File: src/rtl/lock_pkg.sv
// Shared types and defaults for the lock's button front end.
package lock_pkg;

  typedef enum logic [1:0] {
    IDLE         = 2'd0,
    PRESS_WAIT   = 2'd1,
    PRESSED      = 2'd2,
    RELEASE_WAIT = 2'd3
  } db_state_e;

  localparam int unsigned DEF_N_BUTTONS      = 4;
  localparam int unsigned DEF_STABLE_SAMPLES = 3;
  localparam int unsigned DEF_CNT_W          = 4;

endpackage

File: src/rtl/debounce_cell.sv
// Debounces one synchronized button bit, advancing only on sample_tick.
// Emits the accepted level plus registered one-cycle press/release pulses.
module debounce_cell
  import lock_pkg::*;
#(
  parameter int unsigned STABLE_SAMPLES = DEF_STABLE_SAMPLES,
  parameter int unsigned CNT_W          = DEF_CNT_W
) (
  input  logic clk_in,
  input  logic rst,
  input  logic sample_tick,
  input  logic sample,
  output logic level,
  output logic press_pulse,
  output logic release_pulse
);

  localparam logic [CNT_W-1:0] LAST   = CNT_W'(STABLE_SAMPLES);
  localparam bit               SINGLE = (STABLE_SAMPLES == 1);

  db_state_e        state, state_nx;
  logic [CNT_W-1:0] cnt, cnt_nx;
  logic             cnt_done;
  logic             press_nx, release_nx;

  assign cnt_done = ((cnt + 1'b1) == LAST);

  always_comb begin
    state_nx   = state;
    cnt_nx     = cnt;
    press_nx   = 1'b0;
    release_nx = 1'b0;
    if (sample_tick) begin
      case (state)
        IDLE: begin
          if (sample) begin
            if (SINGLE) begin
              state_nx = PRESSED;
              press_nx = 1'b1;
            end else begin
              state_nx = PRESS_WAIT;
              cnt_nx   = CNT_W'(1);
            end
          end
        end
        PRESS_WAIT: begin
          if (!sample) begin
            state_nx = IDLE;
            cnt_nx   = '0;
          end else if (cnt_done) begin
            state_nx = PRESSED;
            cnt_nx   = '0;
            press_nx = 1'b1;
          end else begin
            cnt_nx = cnt + 1'b1;
          end
        end
        PRESSED: begin
          if (!sample) begin
            if (SINGLE) begin
              state_nx   = IDLE;
              release_nx = 1'b1;
            end else begin
              state_nx = RELEASE_WAIT;
              cnt_nx   = CNT_W'(1);
            end
          end
        end
        RELEASE_WAIT: begin
          if (sample) begin
            state_nx = PRESSED;
            cnt_nx   = '0;
          end else if (cnt_done) begin
            state_nx   = IDLE;
            cnt_nx     = '0;
            release_nx = 1'b1;
          end else begin
            cnt_nx = cnt + 1'b1;
          end
        end
        default: begin
          state_nx = IDLE;
          cnt_nx   = '0;
        end
      endcase
    end
  end

  always_ff @(posedge clk_in or posedge rst) begin
    if (rst) begin
      state         <= IDLE;
      cnt           <= '0;
      press_pulse   <= 1'b0;
      release_pulse <= 1'b0;
    end else begin
      state         <= state_nx;
      cnt           <= cnt_nx;
      press_pulse   <= press_nx;
      release_pulse <= release_nx;
    end
  end

  assign level = (state == PRESSED) || (state == RELEASE_WAIT);

endmodule

File: src/rtl/btn_tick_debouncer.sv
// Turns the slow divided clock into a one-cycle sample tick and uses it to
// debounce the lock's buttons into level/press/release signals.
module btn_tick_debouncer
  import lock_pkg::*;
#(
  parameter int unsigned N_BUTTONS      = DEF_N_BUTTONS,
  parameter int unsigned STABLE_SAMPLES = DEF_STABLE_SAMPLES,
  parameter int unsigned CNT_W          = DEF_CNT_W
) (
  input  logic                 clk_in,
  input  logic                 rst,
  input  logic                 divided_clk,
  input  logic [N_BUTTONS-1:0] btn_raw,
  output logic                 sample_tick,
  output logic [N_BUTTONS-1:0] btn_level,
  output logic [N_BUTTONS-1:0] btn_press,
  output logic [N_BUTTONS-1:0] btn_release,
  output logic                 any_press
);

  logic [1:0]           dclk_sync;
  logic                 dclk_prev;
  logic [N_BUTTONS-1:0] btn_meta, btn_sync;

  // Registered edge detect puts the tick 3 cycles after the divided_clk rise.
  always_ff @(posedge clk_in or posedge rst) begin
    if (rst) begin
      dclk_sync   <= '0;
      dclk_prev   <= 1'b0;
      sample_tick <= 1'b0;
      btn_meta    <= '0;
      btn_sync    <= '0;
    end else begin
      dclk_sync   <= {dclk_sync[0], divided_clk};
      dclk_prev   <= dclk_sync[1];
      sample_tick <= dclk_sync[1] & ~dclk_prev;
      btn_meta    <= btn_raw;
      btn_sync    <= btn_meta;
    end
  end

  for (genvar i = 0; i < N_BUTTONS; i++) begin : g_cell
    debounce_cell #(
      .STABLE_SAMPLES(STABLE_SAMPLES),
      .CNT_W         (CNT_W)
    ) u_cell (
      .clk_in       (clk_in),
      .rst          (rst),
      .sample_tick  (sample_tick),
      .sample       (btn_sync[i]),
      .level        (btn_level[i]),
      .press_pulse  (btn_press[i]),
      .release_pulse(btn_release[i])
    );
  end

  assign any_press = |btn_press;

endmodule

File: config.mk
export PLATFORM = sky130hd
export DESIGN_NAME = btn_tick_debouncer
export DESIGN_NICKNAME = d
export VERILOG_FILES = /design/src/rtl/lock_pkg.sv /design/src/rtl/debounce_cell.sv /design/src/rtl/btn_tick_debouncer.sv
export SDC_FILE = /design/constraint.sdc
export NUM_CORES = 1
export LEC_CHECK = 0
export ABC_AREA = 1
export CAP_MARGIN = 20
export CELL_PAD_IN_SITES_DETAIL_PLACEMENT = 1
export CELL_PAD_IN_SITES_GLOBAL_PLACEMENT = 1
export CORE_AREA = 2 2 72 74
export CTS_CLUSTER_SIZE = 28
export DETAILED_ROUTE_END_ITERATION = 10
export DIE_AREA = 0 0 74 76
export PLACE_DENSITY = 0.9
export SYNTH_ARGS = -nofsm -noshare
export SYNTH_HDL_FRONTEND = slang
export SYNTH_SLANG_ARGS = --single-unit
File: constraint.sdc
create_clock -name clk_in -period 4.2 [get_ports clk_in]
set_clock_uncertainty 0.15 [all_clocks]
set_input_delay 1.05 -clock clk_in [delete_from_list [all_inputs] [get_ports clk_in]]
set_output_delay 1.05 -clock clk_in [all_outputs]
set_load 0.03 [all_outputs]
==> impl_metrics.env, run 1 <==
export IMPL_worstMarginPinSlew_ps=782
export IMPL_vias=1617
export IMPL_detailedRoute_firstIterationViolations=53
export IMPL_grt_pass1_wl_mm=7.53
export IMPL_tritoncts_clock_tree="built"
export IMPL_floorplan_io_pins=21
export IMPL_max_vdd_ir_drop_mv=0.330
export IMPL_ys_seq_area_frac=0.510
export IMPL_max_cap_violations=0
export IMPL_grt_overflow_total=0
export IMPL_setup_viol=0
export IMPL_cts_hold_repair_buffers=0
export IMPL_netlist_instances=253
export IMPL_cp_start_kind="register"
export IMPL_critical_path_startpoint="g_cell[1].u_cell.press_pulse"
export IMPL_die_footprint_um2=5620
export IMPL_groute_layer_met1_usage=0.222
export IMPL_port_buffers=20
export IMPL_fin_ws_ps=1210
export IMPL_area_growth_syn_to_layout_pct=12.8
export IMPL_leakagePower_uw=0.00117
export IMPL_synth_flop_cell="sky130_fd_sc_hd__dfrtp_1"
export IMPL_route_detailed_vias_per_inst=4.83
export IMPL_synth_yosys_warnings=0
export IMPL_insertedDiodeCount=0
export IMPL_drive_above_1_share=0.0906
export IMPL_place_ws_ps=1530
export IMPL_route_detailed_drc=0
export IMPL_groute_usage_overall=0.174
export IMPL_post_synth_top_count_cell="sky130_fd_sc_hd__nand2_1"
export IMPL_timing_final_crit_period_ps=2990
export IMPL_critical_path_class="reg2out"
export IMPL_dp_hpwl_mm=3.19
export IMPL_rsz0062_at_grt="no"
export IMPL_number_of_enable_flip_flop_cells_after_synthesis=0
export IMPL_hold_viol=0
export IMPL_hold_path_class="reg2reg"
export IMPL_drt_pass1_iterations=4
export IMPL_endpoint_kind="output pin"
export IMPL_synth_async_reset_ratio=1.00
export IMPL_syn_avg_cell_area_um2=8.53
export IMPL_core_area_um2=4910
export IMPL_critical_path_reg2reg_startpoint="g_cell[1].u_cell.cnt[0]"
export IMPL_clock_transition_at_the_registers_of_the_reported_paths_ps=90
export IMPL_drt_wirelength_per_cell_um=12.6
export IMPL_initial_utilization=0.439
export IMPL_die_x_um=74
export IMPL_finalCritPeriodShare=0.712
export IMPL_synthDistinctLibCells=24
export IMPL_syn_num_nets=268
export IMPL_ctsHtreeMaxLevel=2
export IMPL_run_status="complete, no violations"
export IMPL_syn_cell_area_um2=2160
export IMPL_postCtsSetupBuffers=0
export IMPL_insertion_delay_ps=300
export IMPL_slew_violations=0
export IMPL_sink_count_of_the_clock_tree=44
export IMPL_path_cells="or4_1 -> clkdlybuf4s50_1"
export IMPL_grt_pass1_vias=1702
export IMPL_fmax_ghz=0.334
export IMPL_largest_net_degree_at_the_start_of_global_routing=24
export IMPL_synth_seq_cells=44
export IMPL_grt_util_met3=0.0489
export IMPL_detail_route_antenna_nets=0
export IMPL_clock_root_buffer="sky130_fd_sc_hd__clkbuf_8"
export IMPL_power_density_nw_per_um2=531
export IMPL_worst_ep_required_time_ps=3000
export IMPL_routability_driven_placement_congestion_ratio=0.792
export IMPL_globalRouteMet2Util=0.282
export IMPL_antenna_found_initial=0
export IMPL_top_usage_layer="met2"
export IMPL_synth_top_area_share=0.510
export IMPL_launch_point_of_the_worst_hold_path="dclk_sync[0]"
export IMPL_cp_data_arrival_time_ps=1790
export IMPL_final_nets=279
export IMPL_floorplan_rows=26
export IMPL_wl_mm=4.23
export IMPL_synth_largest_area_cell="sky130_fd_sc_hd__dfrtp_1"
export IMPL_post_synth_most_frequent_cells="sky130_fd_sc_hd__nand2_1 (62), sky130_fd_sc_hd__dfrtp_1 (44), sky130_fd_sc_hd__inv_1 (35)"
export IMPL_timing_critical_path_slowest_cell_delay_ps=600
export IMPL_die_y_um=76
export IMPL_clockBufferDepth=2
export IMPL_synth_top_cells_by_area="sky130_fd_sc_hd__dfrtp_1 (51%), sky130_fd_sc_hd__nand2_1 (11%), sky130_fd_sc_hd__inv_1 (6.1%)"
export IMPL_setup_tns_final_ps=0
export IMPL_path_max_fanout=2
export IMPL_relative_slew_slack=0.475
export IMPL_cts_resized_gates=0
export IMPL_critPathSlowestCell="sky130_fd_sc_hd__clkdlybuf4s50_1"
export IMPL_numCtsBuffers=5
-- kinds of logic (layout without fill, tap and decap cells) --
family / count (synthesis) / in the layout / share of synthesized area
and+or+nand+nor: 118 / 118 / 0.248
buffers and inverters: 54 / 66 / 0.118
DFF: 44 / 44 / 0.510
adders and majority gates: 8 / 8 / 0.0464
AOI/OAI and AO/OA: 29 / 29 / 0.0783
-- final timing paths --
| kind | end | slack, ps | cells after the start |
|---|---|---|---|
| setup / recovery | any_press | 1210 | 2 |
| hold / removal | dclk_sync[1] | 200 | 0 |
| setup reg to reg | register | 2630 | 9 |
| hold reg to reg | dclk_sync[1] | 200 | 0 |
| max in group asynchronous | g_cell[0].u_cell.cnt[3] | 2250 | 3 |
| min in group asynchronous | btn_meta[1] | 950 | 2 |
-- state kept, by name (all words and copies together) (netlist names), named ones only --
name	flops
dclk_sync	2
g_cell.u_cell.state	4
btn_meta	4
g_cell.u_cell.release_pulse	4
g_cell.u_cell.press_pulse	4
g_cell.u_cell.cnt	16
btn_sync	4
dclk_prev	1
sample_tick	1
-- final cells by class --
type,count,area (um2)
tap,70,87.6
clock inverter,2,10.0
multi-input combinational,155,803
sequential,44,1100
timing repair buffer,22,215
clock buffer,6,82.6
fill,578,2480
inverter,36,135
-- metal layers --
| metal | vias to the layer above | share of wire | wire length, um |
|---|---|---|---|
| met5 | - | 0 | 0 |
| met4 | 0 | 0.015 | 62 |
| met3 | 6 | 0.034 | 144 |
| met2 | 23 | 0.50 | 2130 |
| met1 | 781 | 0.45 | 1890 |
| li1 | 807 | - | - |
-- cell usage in the layout, fill, tap and decap left out, drive strengths merged --
cell,n
o21ai,12
nor2,11
a21boi,3
clkbuf,6
nand2,70
nand3,22
clkdlybuf4s50,20
or4,1
ha,8
dfrtp,44
nor3,6
clkinv,3
inv,35
o22ai,4
or2,4
a21oi,10
nand4,4
buf,2
-- through the flow --
stage	total power, uW	instances	instance area, um2	utilization	hold WS [ps]
final	1290	335	2430	0.496	204
after global routing	1400	335	2430	0.496	212
after CTS	1310	335	2430	0.496	206
after detailed placement	1020	327	2340	0.477	186
after global placement	996	327	2340	0.477	183
after floorplan	926	253	2160	-	181
-- worst max-delay path, delay by kind of cell, from the launching register on --
family,cells,cell delay [ps]
buf+inv,1,600
flops,1,380
simple gates,1,510
-- power by group --
part           internal, uW  switching (uW)
clock network           131             146
logic                   156             269
registers               504            86.0
total                   791             501
(Power assumes the default switching activity.)
==> run 2, diff against run 1 <==
--- a/config.mk
+++ b/config.mk
@@ -9,11 +9,11 @@
 export CAP_MARGIN = 20
 export CELL_PAD_IN_SITES_DETAIL_PLACEMENT = 1
 export CELL_PAD_IN_SITES_GLOBAL_PLACEMENT = 1
-export CORE_AREA = 2 2 72 74
+export CORE_AREA = 2 2 75 77
 export CTS_CLUSTER_SIZE = 28
 export DETAILED_ROUTE_END_ITERATION = 10
-export DIE_AREA = 0 0 74 76
-export PLACE_DENSITY = 0.9
+export DIE_AREA = 0 0 77 79
+export PLACE_DENSITY = 0.84
 export SYNTH_ARGS = -nofsm -noshare
 export SYNTH_HDL_FRONTEND = slang
 export SYNTH_SLANG_ARGS = --single-unit
==> constraint.sdc (replaced) <==
create_clock -name clk_in -period 3 [get_ports clk_in]
set_clock_uncertainty 0.15 [all_clocks]
set_input_delay 0.75 -clock clk_in [delete_from_list [all_inputs] [get_ports clk_in]]
set_output_delay 0.75 -clock clk_in [all_outputs]
set_load 0.03 [all_outputs]
==> run 2 against run 1 <==
  * Hold slack gained 1.8 ps
  * Wire length grew 2.3%
  * Count of clock-buffer cells in the layout shrank 1
  * First-iteration DRC count grew 64%
  * Final area grew 0.10%
  * Critical path type unchanged
  * Critical endpoint unchanged
  * Largest cell class unchanged
==> impl_metrics.env, run 2 (synthesis results as in run 1) <==
export IMPL_run_status="complete, no violations"
export IMPL_max_vdd_ir_drop_mv=0.333
export IMPL_whs_ps=206
export IMPL_largest_register_ff_count=16
export IMPL_slew_violations=0
export IMPL_floorplan_rows=27
export IMPL_die_y_um=79
export IMPL_grt_pass1_vias=1681
export IMPL_p_clk_frac=0.212
export IMPL_detail_route_antenna_nets=0
export IMPL_groute_usage_overall=0.155
export IMPL_cp_data_arrival_time_ps=1800
export IMPL_clock_root_buffer="sky130_fd_sc_hd__clkbuf_8"
export IMPL_top_usage_layer="met2"
export IMPL_area_growth_syn_to_layout_pct=12.9
export IMPL_vias=1648
export IMPL_die_footprint_um2=6080
export IMPL_fmax_ghz=0.370
export IMPL_cts_resized_gates=0
export IMPL_initial_utilization=0.404
export IMPL_max_cap_violations=0
export IMPL_commonest_non_fill_non_tap_cells_in_the_layout="sky130_fd_sc_hd__nand2_1 (62), sky130_fd_sc_hd__dfrtp_1 (44), sky130_fd_sc_hd__inv_1 (34)"
export IMPL_setup_tns_final_ps=0
export IMPL_die_x_um=77
export IMPL_finalCritPeriodShare=0.900
export IMPL_drt_wirelength_per_cell_um=12.8
export IMPL_insertedDiodeCount=0
export IMPL_route_detailed_drc=0
export IMPL_netSwitchingPower_uw=712
export IMPL_crit_end="any_press"
export IMPL_route_detailed_vias_per_inst=4.89
export IMPL_sink_count_of_the_clock_tree=44
export IMPL_timing_final_crit_period_ps=2700
export IMPL_largest_net_degree_at_the_start_of_global_routing=45
export IMPL_antenna_found_initial=0
export IMPL_grt_pass1_wl_mm=7.36
export IMPL_relative_slew_slack=0.630
export IMPL_wl_mm=4.32
export IMPL_ctsHtreeMaxLevel=2
export IMPL_postCtsSetupBuffers=0
export IMPL_floorplan_io_pins=21
export IMPL_drive_above_1_share=0.0906
export IMPL_clockBufferDepth=2
export IMPL_drt_pass1_iterations=4
export IMPL_insertion_delay_ps=300
export IMPL_port_buffers=20
export IMPL_tritoncts_clock_tree="built"
export IMPL_r2r_cells=6
export IMPL_power_internal_uw=1090
export IMPL_share_seq_of_total_power=0.460
export IMPL_grt_overflow_total=0
export IMPL_r2r_setup_slack_ps=1420
export IMPL_clock_transition_at_the_registers_of_the_reported_paths_ps=90
export IMPL_critical_path_class="reg2out"
export IMPL_regMostFlops="g_cell.u_cell.cnt"
export IMPL_rsz0062_at_grt="no"
export IMPL_path_max_fanout=2
export IMPL_routability_driven_placement_congestion_ratio=0.804
export IMPL_fillerInstances=675
export IMPL_power_share_combinational=0.329
export IMPL_groute_layer_met1_usage=0.181
export IMPL_hold_viol=0
export IMPL_cts_hold_repair_buffers=0
export IMPL_globalRouteMet2Util=0.279
export IMPL_numCtsBuffers=5
export IMPL_cp_start_kind="register"
export IMPL_crit_reg2reg_capture="g_cell[2].u_cell.press_pulse"
export IMPL_leakagePower_uw=0.00116
export IMPL_worstMarginPinSlew_ps=555
export IMPL_commonest_non_fill_non_tap_cell_in_the_layout="sky130_fd_sc_hd__nand2_1"
export IMPL_power_density_nw_per_um2=738
export IMPL_core_area_um2=5340
export IMPL_worst_ep_required_time_ps=2100
export IMPL_critical_path_reg2reg_startpoint="g_cell[2].u_cell.cnt[1]"
export IMPL_dp_hpwl_mm=3.19
export IMPL_grt_util_met3=0.0409
export IMPL_critical_path_startpoint="g_cell[0].u_cell.press_pulse"
export IMPL_endpoint_kind="output pin"
export IMPL_detailedRoute_firstIterationViolations=87
export IMPL_final_nets=279
export IMPL_power_switching_share=0.396
export IMPL_setup_viol=0
export IMPL_hold_path_class="reg2reg"
[run 2: power by group through the flow]
stage | clock (uW) | sequential (uW) | combinational (uW)
3_5_place_dp | 0 | 840 | 594
2_1_floorplan | 0 | 804 | 493
5_1_grt | 416 | 849 | 680
6_report | 381 | 827 | 591
3_3_place_gp | 0 | 828 | 568
4_1_cts | 393 | 830 | 603
[run 2: layer usage]
layer  share of wire  vias up  routed length [um]
met5               0        -                   0
met4           0.013        0                  55
met3           0.037        5                 160
met2            0.52       22                2230
met1            0.43      812                1880
li1                -      809                   -
[run 2: critical path, cell delays in order, from the launching register on]
cell	delay, ps
sky130_fd_sc_hd__dfrtp_1	400
sky130_fd_sc_hd__or4_1	500
sky130_fd_sc_hd__clkdlybuf4s50_1	600
[run 2: area by class of cell]
type / count / area, um2 / area share
multi-input cells: 155 / 803 / 0.330
inverters: 36 / 135 / 0.0554
clock buffers: 5 / 68.8 / 0.0282
repair buffers: 22 / 215 / 0.0883
flip-flops and latches: 44 / 1100 / 0.452
clock inverters: 3 / 23.8 / 0.00975
well taps: 72 / 90.1 / 0.0370
[run 2: worst min-delay path by stage]
stage	start	cells after the start	slack, ps	endpoint
finish	btn_meta[3]	0	210	btn_sync[3]
global route	dclk_sync[0]	0	220	dclk_sync[1]
CTS	btn_meta[3]	0	210	btn_sync[3]
detailed placement	btn_meta[3]	0	190	btn_sync[3]
global placement	btn_meta[1]	0	180	btn_sync[1]
floorplan	btn_meta[0]	0	180	btn_sync[0]
[run 2: per-stage QoR]
step	setup WS, ps	instances	power [uW]	utilization	area (um2)
3_5_place_dp	622	329	1430	0.439	2340
6_report	300	337	1800	0.457	2440
2_1_floorplan	1070	253	1300	-	2160
3_3_place_gp	642	329	1400	0.439	2340
5_1_grt	230	337	1940	0.457	2440
4_1_cts	271	337	1830	0.457	2440
